File: config.mk
export PLATFORM = sky130hd
export DESIGN_NAME = perceptron_pipe_ctrl
export DESIGN_NICKNAME = d
export VERILOG_FILES = /design/src/rtl/perceptron_pipe_ctrl.sv
export SDC_FILE = /design/constraint.sdc
export NUM_CORES = 1
export LEC_CHECK = 0
export CAP_MARGIN = 20
export CORE_AREA = 4 4 41 43
export DETAILED_ROUTE_END_ITERATION = 10
export DIE_AREA = 0 0 45 47
export HOLD_SLACK_MARGIN = 0.03
export RECOVER_POWER = 50
export SLEW_MARGIN = 5
export SYNTH_ARGS = -nofsm -noshare
export SYNTH_HDL_FRONTEND = slang
export SYNTH_SLANG_ARGS = --single-unit
File: constraint.sdc
create_clock -name clk -period 1.7 [get_ports clk]
set_clock_uncertainty 0.15 [all_clocks]
set_input_delay 0.17 -clock clk [delete_from_list [all_inputs] [get_ports clk]]
set_output_delay 0.17 -clock clk [all_outputs]
set_load 0.05 [all_outputs]
File: src/rtl/perceptron_pipe_ctrl.sv
// Valid/ready control for the perceptron datapath: bubble-collapsing valid pipeline,
// per-stage enables, weight-load ingress hold, flush and occupancy. Optional macro: PERCEPTRON_PIPE_STALL_CNT_EN.
module perceptron_pipe_ctrl #(
  parameter  int unsigned DEPTH = 2,
  parameter  int unsigned NW    = 2,
  localparam int unsigned CNT_W = $clog2(DEPTH + 1)
) (
  input  logic             clk,
  input  logic             reset,
  input  logic [NW-1:0]    wb_en_i,
  input  logic             flush_i,
  input  logic             val_i,
  output logic             rdy_o,
  output logic             val_o,
  input  logic             rdy_i,
  output logic [DEPTH-1:0] stage_en_o,
  output logic [CNT_W-1:0] occ_o,
  output logic             busy_o
`ifdef PERCEPTRON_PIPE_STALL_CNT_EN
  ,
  output logic [15:0]      stall_cnt_o
`endif
);

  logic [DEPTH-1:0] r_v;
  logic [CNT_W-1:0] r_occ;
  logic [DEPTH-1:0] w_stage_en;
  logic             w_hold;
  logic             w_accept;
  logic             w_egress;

  // A stage may load when it or any stage downstream of it holds a bubble, or the sink is ready.
  for (genvar k = 0; k < DEPTH; k++) begin : g_stage_en
    assign w_stage_en[k] = rdy_i | ~(&r_v[DEPTH-1:k]);
  end

  assign w_hold     = |wb_en_i;
  assign rdy_o      = w_stage_en[0] & ~w_hold & ~flush_i & ~reset;
  assign w_accept   = val_i & rdy_o;
  assign w_egress   = r_v[DEPTH-1] & rdy_i;
  assign val_o      = r_v[DEPTH-1];
  assign stage_en_o = w_stage_en;
  assign occ_o      = r_occ;
  assign busy_o     = (r_occ != '0) | w_hold;

  // Valid bits and occupancy; flush wins over accept, advance and egress.
  always_ff @(posedge clk or posedge reset) begin
    if (reset) begin
      r_v   <= '0;
      r_occ <= '0;
    end else if (flush_i) begin
      r_v   <= '0;
      r_occ <= '0;
    end else begin
      if (w_stage_en[0]) r_v[0] <= w_accept;
      for (int k = 1; k < DEPTH; k++) begin
        if (w_stage_en[k]) r_v[k] <= r_v[k-1];
      end
      r_occ <= r_occ + CNT_W'(w_accept) - CNT_W'(w_egress);
    end
  end

`ifdef PERCEPTRON_PIPE_STALL_CNT_EN
  logic [15:0] r_stall_cnt;

  // Saturating count of cycles the sink back-pressures a valid output; flush does not clear it.
  always_ff @(posedge clk or posedge reset) begin
    if (reset) begin
      r_stall_cnt <= '0;
    end else if (r_v[DEPTH-1] && !rdy_i && (r_stall_cnt != 16'hFFFF)) begin
      r_stall_cnt <= r_stall_cnt + 16'd1;
    end
  end

  assign stall_cnt_o = r_stall_cnt;
`endif

endmodule
Word-level counts from Yosys, hierarchy flattened
Index checks and enable logic that the tools add are counted.
{ "totals": {"word_cells": 27, "latchBits": 0, "ram_bits": 0, "inputBits": 7, "romBits": 0, "reg_bits": 4, "out_inout_bits": 7, "n_memories": 0} }
{ "op_classes": {"div_mod_pow": 0, "mux": 4, "shift": 0, "bitwise": 13, "addsub": 2, "n_lt_le_gt_ge": 0, "n_eq_ne": 0, "n_mul": 0, "reduce_logical": 5} }
{ "ops": {"columns": ["op", "count"], "rows": [
  ["2-bit nonzero test", 3],
  ["1-bit AND", 5],
  ["1-bit inverter", 5],
  ["2-bit 2-to-1 mux", 2],
  ["1-bit OR", 3],
  ["2-bit by 1-bit adder with 2-bit output", 1],
  ["1-bit 2-to-1 mux", 2],
  ["2-bit AND reduction", 1],
  ["2-bit OR reduction", 1],
  ["2-bit by 1-bit subtractor with 2-bit output", 1]
]} }

Logic depth before layout (Yosys ltp)
Gate-level depths: netlist (run 1).
{ "logic_depth": {"ltp_word": 10, "ltp_mapped": 7, "depth_no_buf": 7} }

Worst setup path before layout (run 1)
No wires, ideal clock.
{ "synth_path": {"kind": "register to register", "startpoint": "register r_v[1]", "endpoint": "register r_occ[1] (netlist: occ_o[1])", "arrival_ps": 2143, "period_less_slack_ps": 2365, "t_required_ps": 1478, "path_slack_ps": -665, "stages_incl_launch_ff": 8, "setup_time_ps": 72, "cell_sequence": "dfrtp_1 -> nand3b_1 -> nand3_1 -> ha_1 -> inv_1 -> ha_1 -> xnor3_1 -> nor2_1"} }
{ "synth_between": {"elab_chain_cells": 10, "elab_cells_between_ends": 11, "cone_classes": "add/sub: 2; mux: 1; bitwise: 7; reduce/logical: 1"} }
{ "synth_rtl": {"columns": ["element", "line", "source"], "rows": [
  ["start, declared", "25", "logic [DEPTH-1:0] r_v;"],
  ["start signal, assigned by index", "57", "if (w_stage_en[k]) r_v[k] <= r_v[k-1];"],
  ["2-bit AND reduction", "34", "assign w_stage_en[k] = rdy_i | ~(&r_v[DEPTH-1:k]);"],
  ["1-bit inverter", "34", null],
  ["1-bit OR", "34", null],
  ["net stage_en_o[0]", "16", "output logic [DEPTH-1:0] stage_en_o,"],
  ["1-bit AND (3 in series)", "38", "assign rdy_o = w_stage_en[0] & ~w_hold & ~flush_i & ~reset;"],
  ["1-bit AND", "39", "assign w_accept = val_i & rdy_o;"],
  ["2-bit by 1-bit adder with 2-bit output", "59", "r_occ <= r_occ + CNT_W'(w_accept) - CNT_W'(w_egress);"],
  ["2-bit by 1-bit subtractor with 2-bit output", "59", null],
  ["2-bit 2-to-1 mux", "51", "end else if (flush_i) begin"],
  ["end signal, assigned", "59", null],
  ["end, declared", "26", "logic [CNT_W-1:0] r_occ;"]
]} }
The timed path passes the listed nets, and every way through them passes these cells.
A chain may end at the register's enable or synchronous reset.

Worst setup path after layout (run 1)
{ "layout_path": {"startpoint": "register r_occ[1] (netlist: occ_o[1])", "endpoint": "output port busy_o"} }
{ "layout_between": {"elab_chain_cells": 2} }
{ "layout_rtl": {"columns": ["element", "line", "source"], "rows": [
  ["2-bit nonzero test", "44", "assign busy_o = (r_occ != '0) | w_hold;"],
  ["1-bit OR", "44", null],
  ["end, declared", "18", "output logic busy_o"]
]} }
Every way passes these cells.

==> metrics.md, run 1 <==
| Metric | Value |
|---|---|
| GR Util All Layers | approximately 7.4% |
| Initial core utilization | about 19% |
| Worst r2r dst | occ_o[1]$_DFF_PP0_ |
| Clock sink count | 4 |
| H-tree Lvls | 1 |
| Design area | 488.0 sq um |
| Crit path to | busy_o |
| Final worst-path cycle share | a little over nine tenths |
| Num rows | 13 |
| CP Buf/Inv Count | 1 |
| RSZ-0062 raised after global routing | true |
| Worst Hold Class | primary input to flop |
| FMAX | 0.6094 GHz |
| Worst reg2reg path depth | 7 |
| CTS root buffer | clkbuf_4 |
| CP top delay family | simple AND/OR/NAND/NOR gates |
| WP depth | 2 |
| Final count of negative-setup-slack endpoints | 0 |
| Yosys warns | 0 |
| Top Ports | 14 |
| Post-synth cell types | 15 |
| Util after Layout | 37.50% |
| Hold Fails Final Rpt | 0 |
| Total power | approximately 290 uW |
| Num CTS Buffers | 3 |
| TritonCTS clock tree | yes |
| Status | completed |
| Total Wirelength | 677 microns |
| Post-DP Area | 442.9 sq um |
| Dominant cell type by area after synthesis | dfrtp_1 |
| Post-DRT Antenna Nets | 0 |
| Layout fillers | ~140 |
| Max_slew headroom | between 80% and 90% |
| Worst EP arrival | about 1.3 ns |
| Crit-path cells | or4_1 > buf_6 |
| Max incr delay on CP | slightly above 0.5 ns |
| Drt drc | 0 |
| Wire length per cell | ~11 microns |
| Reg-to-Reg Start | r_v[1]$_DFFE_PP0P_ |
| DP Cell Count | 54 |
| Setup crit end kind | primary output |
| CP startpoint kind | flop |
| Crit path launch | occ_o[1]$_DFF_PP0_ |
| Post-synth top area share | ~41% |
| GP Congestion | about 0.68 |
| Kind of critical path | flop to primary output |
| Period minus WS final | about 1.6 ns |
| Fin cells | 59 |
| Worst setup margin | slightly below 0.06 ns |
| DR iter-0 viols | 2 |
| Die Width | 45 microns |
| First-pass GRT wire length | a little over 1000 microns |
| Synth Instances | 22 |
| Vias post-DR | roughly 250 |
| Mapped cell area | ~240 sq um |
| Tightest Pin Transition | 0.2311 ns |
| Fraction of registers with async set/reset | 100.0% |
| Setup TNS Final | 0 ns |
| Syn Nets | 31 |
| Final Net Count | 54 |
| Layout cell share with drive strength beyond 1 | 43.18% |
| CP Max Fanout | 3 |
| Vias per cell | approximately 4.2 |
| Initial antenna violation count | 0 |
| Hold depth | 3 |
| Post-synth EDFFs | 0 |
| Seq/Total Area, Yosys | 41.45% |
| CTS max path bufs | 2 |
| Synth area leaders | dfrtp_1 (41%), ha_1 (10%), xnor3_1 (9.3%), or4b_4 (5.7%), and2_1 (5.2%) |
| TritonRoute pass-1 iters | 2 |
| VDD IR-drop max | between 0.0002 and 0.00025 V |
| Core ar. | about 0.0013 sq mm |
| WP data required | around 1.4 ns |
| # port buffers | 13 |
| Vias in the first global route | about 260 |
| Overflow left after global routing | 0 |
| Synth Flop Type | dfrtp_1 |
| Leakage | roughly 0.25 nW |
| Clk Latency, worst-skew pair | around 0.24 ns |
| Syn Area/Cell | around 11 sq um |
| Vert. Die Dim | 47 microns |
| Die footprint | ~0.0021 sq mm |
| Max-cap viol count | 0 |
| Final Max Tran Viols | 0 |
| WHS | between 0.15 and 0.2 ns |
| PD cells | just under 600 mW/mm^2 |
| Largest net degree at the start of global routing | 5 |
| Clk pin slew, worst setup/hold paths | 0.04 ns |
| Slowest CP cell | or4_1 |
| Number of synthesized register bits | 4 |
| Syn-to-layout area delta | 102.1% |
| Reg2Reg Setup Slack | about 0.1 ns |
| ANT cells | 0 |
| Pre-CTS setup slack | -0.3923 ns |
[layout make-up]
cell class | count | area, sq um | share of cell area [%]
timing repair buffer | 18 | 192.7 | 39.49
inverter | 3 | 11.26 | 2.308
tap | 15 | 18.77 | 3.846
sequential | 4 | 101.3 | 20.77
multi-input combinational | 15 | 137.6 | 28.21
clock buffer | 4 | 26.28 | 5.385
[per-layer routing]
metal | track usage, % | share of wire [%] | vias to the layer above
met4 | 8.772 | 2.1 | 0
li1 | - | - | 120
met5 | 0 | 0 | -
met1 | 6.912 | 36 | 116
met2 | 12.43 | 52 | 10
met3 | 1.533 | 9.7 | 2
[flip-flops by register name, summed over array words and instances, names as in the netlist]
| signal | cells |
|---|---|
| r_v | 2 |
| occ_o | 2 |
[synthesized netlist by cell type, types with 2 or more instances]
library cell	count
inv_1	3
ha_1	2
dfrtp_1	4
and2_1	2
[cell usage in the layout (no fill, tap or decap)]
cell type        count
buf_4                6
clkbuf_4             4
inv_1                3
dlygate4sd2_1        3
dfrtp_1              3
buf_12               3
ha_1                 2
clkdlybuf4s50_1      2
nand2b_1             1
a21oi_1              1
nand3b_1             1
nor4_2               1
nand3_1              1
nor2b_1              1
and2_2               1
or4_1                1
xnor3_1              1
nor2_1               1
or4b_4               1
a21oi_2              1
and2_1               1
clkbuf_1             1
dlygate4sd3_1        1
dlymetal6s2s_1       1
buf_6                1
dfrtp_2              1
[worst min-delay path by stage]
stage	start	end	slack [ns]
after CTS	wb_en_i[1]	r_v[0]$_DFFE_PP0P_	0.26
after global placement	r_v[0]$_DFFE_PP0P_	r_v[1]$_DFFE_PP0P_	0.35
final	flush_i	r_v[0]$_DFFE_PP0P_	0.15
after floorplan	reset	occ_o[0]$_DFF_PP0_	-0.21
after global routing	flush_i	r_v[0]$_DFFE_PP0P_	0.15
after detailed placement	r_v[0]$_DFFE_PP0P_	r_v[1]$_DFFE_PP0P_	0.36
[kinds of logic (layout without fill, tap and decap cells)]
group | after synthesis | count (layout) | share of synthesized area (%)
xor gates and xnor gates | 1 | 1 | 9.326
adders and majority gates | 2 | 2 | 10.36
DFF | 4 | 4 | 41.45
AOI/OAI and AO/OA | 2 | 2 | 5.698
buffers and inverters | 3 | 25 | 4.663
and+or+nand+nor | 10 | 10 | 28.50
[what timing repair did]
| action | in CTS | in global routing |
|---|---|---|
| pin swaps | 2 | 2 |
| resized for setup | 5 | 1 |
| buffers inserted | 0 | 0 |
| endpoints found under the hold margin | 4 | 0 |
| hold buffers | 1 | 0 |
| setup endpoints to repair | 3 | 2 |
[worst min-delay path: stages]
cell and delay [ns]:
dlymetal6s2s_1 0.14, buf_4 0.16, a21oi_2 0.04
[power breakdown]
part	internal, mW	switching, mW	leakage, nW
Combinational	0.0291	0.0291	0.176
Sequential	0.0976	0.00149	0.0538
Clock	0.0883	0.0423	0.0150
Total	0.215	0.0728	0.245
Power figures use the tool's default switching activity.
==> run 2, diff against run 1 <==
Settings changed: PLACE_DENSITY set to 0.51.
==> metrics.md, run 2 (synthesized netlist as in run 1, its figures left out) <==
| Metric | Value |
|---|---|
| Status | completed (unchanged) |
| Die footprint | 0.002115 sq mm (unchanged) |
| Initial antenna violation count | 0 (unchanged) |
| H-tree Lvls | 1 (unchanged) |
| First-pass GRT wire length | 1069 microns (was 1035 microns) |
| ANT cells | 0 (unchanged) |
| Total Wirelength | 663 microns (was 677 microns) |
| Max_slew headroom | 83.07% (was 84.47%) |
| WHS | 0.1634 ns (was 0.1539 ns) |
| Post-DRT Antenna Nets | 0 (unchanged) |
| # port buffers | 13 (unchanged) |
| Switching power | 72.63 uW (was 72.81 uW) |
| VDD IR-drop max | 0.0002942 V (was 0.0002475 V) |
| Commonest non-fill, non-tap cells in the layout | buf_4 (6), dlygate4sd2_1 (4), clkbuf_4 (3), dfrtp_1 (3), buf_12 (3) (was buf_4 (6), clkbuf_4 (4)) |
| CTS root buffer | clkbuf_4 (unchanged) |
| Vias in the first global route | 248 (was 258) |
| WP data required | 1.72 ns (was 1.38 ns) |
| Initial core utilization | 18.56% (unchanged) |
| Clock power frac | 45.9% (was 45.4%) |
| Top Ports | 14 (unchanged) |
| Final Net Count | 53 (was 54) |
| Worst EP arrival | 1.66 ns (was 1.32 ns) |
| Die Width | 45 microns (unchanged) |
| Worst Hold Class | primary input to async pin (was primary input to flop) |
| Kind of critical path | flop to flop (was flop to primary output) |
| Period minus WS final | 1.647 ns (was 1.641 ns) |
| GP Congestion | 0.6187 (was 0.6758) |
| Tightest Pin Transition | 0.2518 ns (was 0.2311 ns) |
| GR Util All Layers | 7.540% (was 7.381%) |
| Clk pin slew, worst setup/hold paths | 0.04 ns (about the same) |
| Vias per cell | 4.259 (was 4.203) |
| TritonRoute pass-1 iters | 2 (unchanged) |
| Vias post-DR | 247 (was 248) |
| Worst r2r dst | occ_o[1]$_DFF_PP0_ (unchanged) |
| Drt drc | 0 (unchanged) |
| CTS max path bufs | 2 (unchanged) |
| Layout cell share with drive strength beyond 1 | 44.19% (was 43.18%) |
| CP startpoint kind | flop (unchanged) |
| DR iter-0 viols | 3 (was 2) |
| Sw frac | 25.56% (was 25.30%) |
| TritonCTS clock tree | yes (unchanged) |
| Most common cell after layout, fill and taps aside | buf_4 (unchanged) |
| RSZ-0062 raised after global routing | true (unchanged) |
| Combinational power share | 19.0% (was 20.2%) |
| Num rows | 13 (unchanged) |
| Wire length per cell | 11.43 microns (was 11.47 microns) |
| Final Max Tran Viols | 0 (unchanged) |
| Setup TNS Final | 0 ns (unchanged) |
| Seq pwr share | 35.0% (was 34.4%) |
| PD cells | 586.9 mW/mm^2 (was 589.8 mW/mm^2) |
| Int Power | 211.6 uW (was 215.0 uW) |
| Worst reg2reg path depth | 7 (unchanged) |
| Clk Latency, worst-skew pair | 0.24 ns (about the same) |
| Reg-to-Reg Start | r_v[1]$_DFFE_PP0P_ (unchanged) |
| Design area | 484.2 sq um (was 488.0 sq um) |
| Overflow left after global routing | 0 (unchanged) |
| Hold Fails Final Rpt | 0 (unchanged) |
| Post-detailed-placement half-perimeter wirelength | approximately 520 microns |
| Vert. Die Dim | 47 microns (unchanged) |
| Num CTS Buffers | 3 (unchanged) |
| Leakage | 0.2305 nW (was 0.2452 nW) |
| Max-cap viol count | 0 (unchanged) |
| Final worst-path cycle share | 96.88% (was 96.52%) |
| Clock sink count | 4 (unchanged) |
| Core ar. | 0.001301 sq mm (unchanged) |
| Setup crit end kind | flop (was primary output) |
| Reg2Reg Setup Slack | 0.05 ns (was 0.10 ns) |
| Largest net degree at the start of global routing | 5 (unchanged) |
| Syn-to-layout area delta | 100.5% (was 102.1%) |
| CP Max Fanout | 4 (was 3) |
| Post-DP Area | 435.4 sq um (was 442.9 sq um) |
| FMAX | 0.6072 GHz (was 0.6094 GHz) |
| Final count of negative-setup-slack endpoints | 0 (unchanged) |
run 2: per-stage QoR:
stage,power (mW),util (%),instances,setup slack (ns)
after floorplan,0.1231,-,22,-0.4550
after global placement,0.1541,33.46,53,-0.3676
after detailed placement,0.1549,33.46,53,-0.4029
after CTS,0.2902,36.35,58,0.01915
after global routing,0.3001,37.21,58,-0.02767
final,0.2842,37.21,58,0.05301
run 2: routing by layer:
layer  track usage, %  wire [microns]  part of all wire [%]
met1            7.604             248                    37
met2            11.02             303                    46
met3            4.215             101                    15
met4            7.018              10                   1.5
met5                0               0                     0
run 2: how the worst max path moves through the flow:
stage | cells past startpoint | to | start
after global routing | 7 | occ_o[1]$_DFF_PP0_ | r_v[1]$_DFFE_PP0P_
after CTS | 5 | r_v[0]$_DFFE_PP0P_ | reset
after global placement | 8 | occ_o[1]$_DFF_PP0_ | wb_en_i[1]
after detailed placement | 8 | occ_o[1]$_DFF_PP0_ | wb_en_i[1]
final | 7 | occ_o[1]$_DFF_PP0_ | r_v[1]$_DFFE_PP0P_
after floorplan | 7 | occ_o[1]$_DFF_PP0_ | r_v[1]$_DFFE_PP0P_
run 2: timing repair:
action                                 CTS  global route
hold buffers                             1             0
endpoints found under the hold margin    4             0
buffers inserted                         0             0
resized for setup                        5             5
pin swaps                                3             5
setup endpoints to repair                2             3
run 2: power groups by stage:
stage	clock network, mW	logic [mW]	registers, mW
2_1_floorplan	0	0.0181	0.105
3_3_place_gp	0	0.0540	0.100
3_5_place_dp	0	0.0547	0.100
4_1_cts	0.137	0.0544	0.0990
5_1_grt	0.142	0.0580	0.0997
6_report	0.131	0.0541	0.0995
run 2: final cells by class:
class                      count  area (sq um)
timing repair buffer          17         176.4
inverter                       3         11.26
tap                           15         18.77
multi-input combinational     15         150.1
clock buffer                   4         26.28
sequential                     4         101.3
fill                         149         817.0
run 2: worst max-delay path, cell delays in order, from the launching register on:
cell,delay (ns)
dfrtp_2,0.41
nand3b_1,0.12
nand3_1,0.10
ha_1,0.30
inv_2,0.07
ha_4,0.12
xnor3_1,0.20
nor2_1,0.11
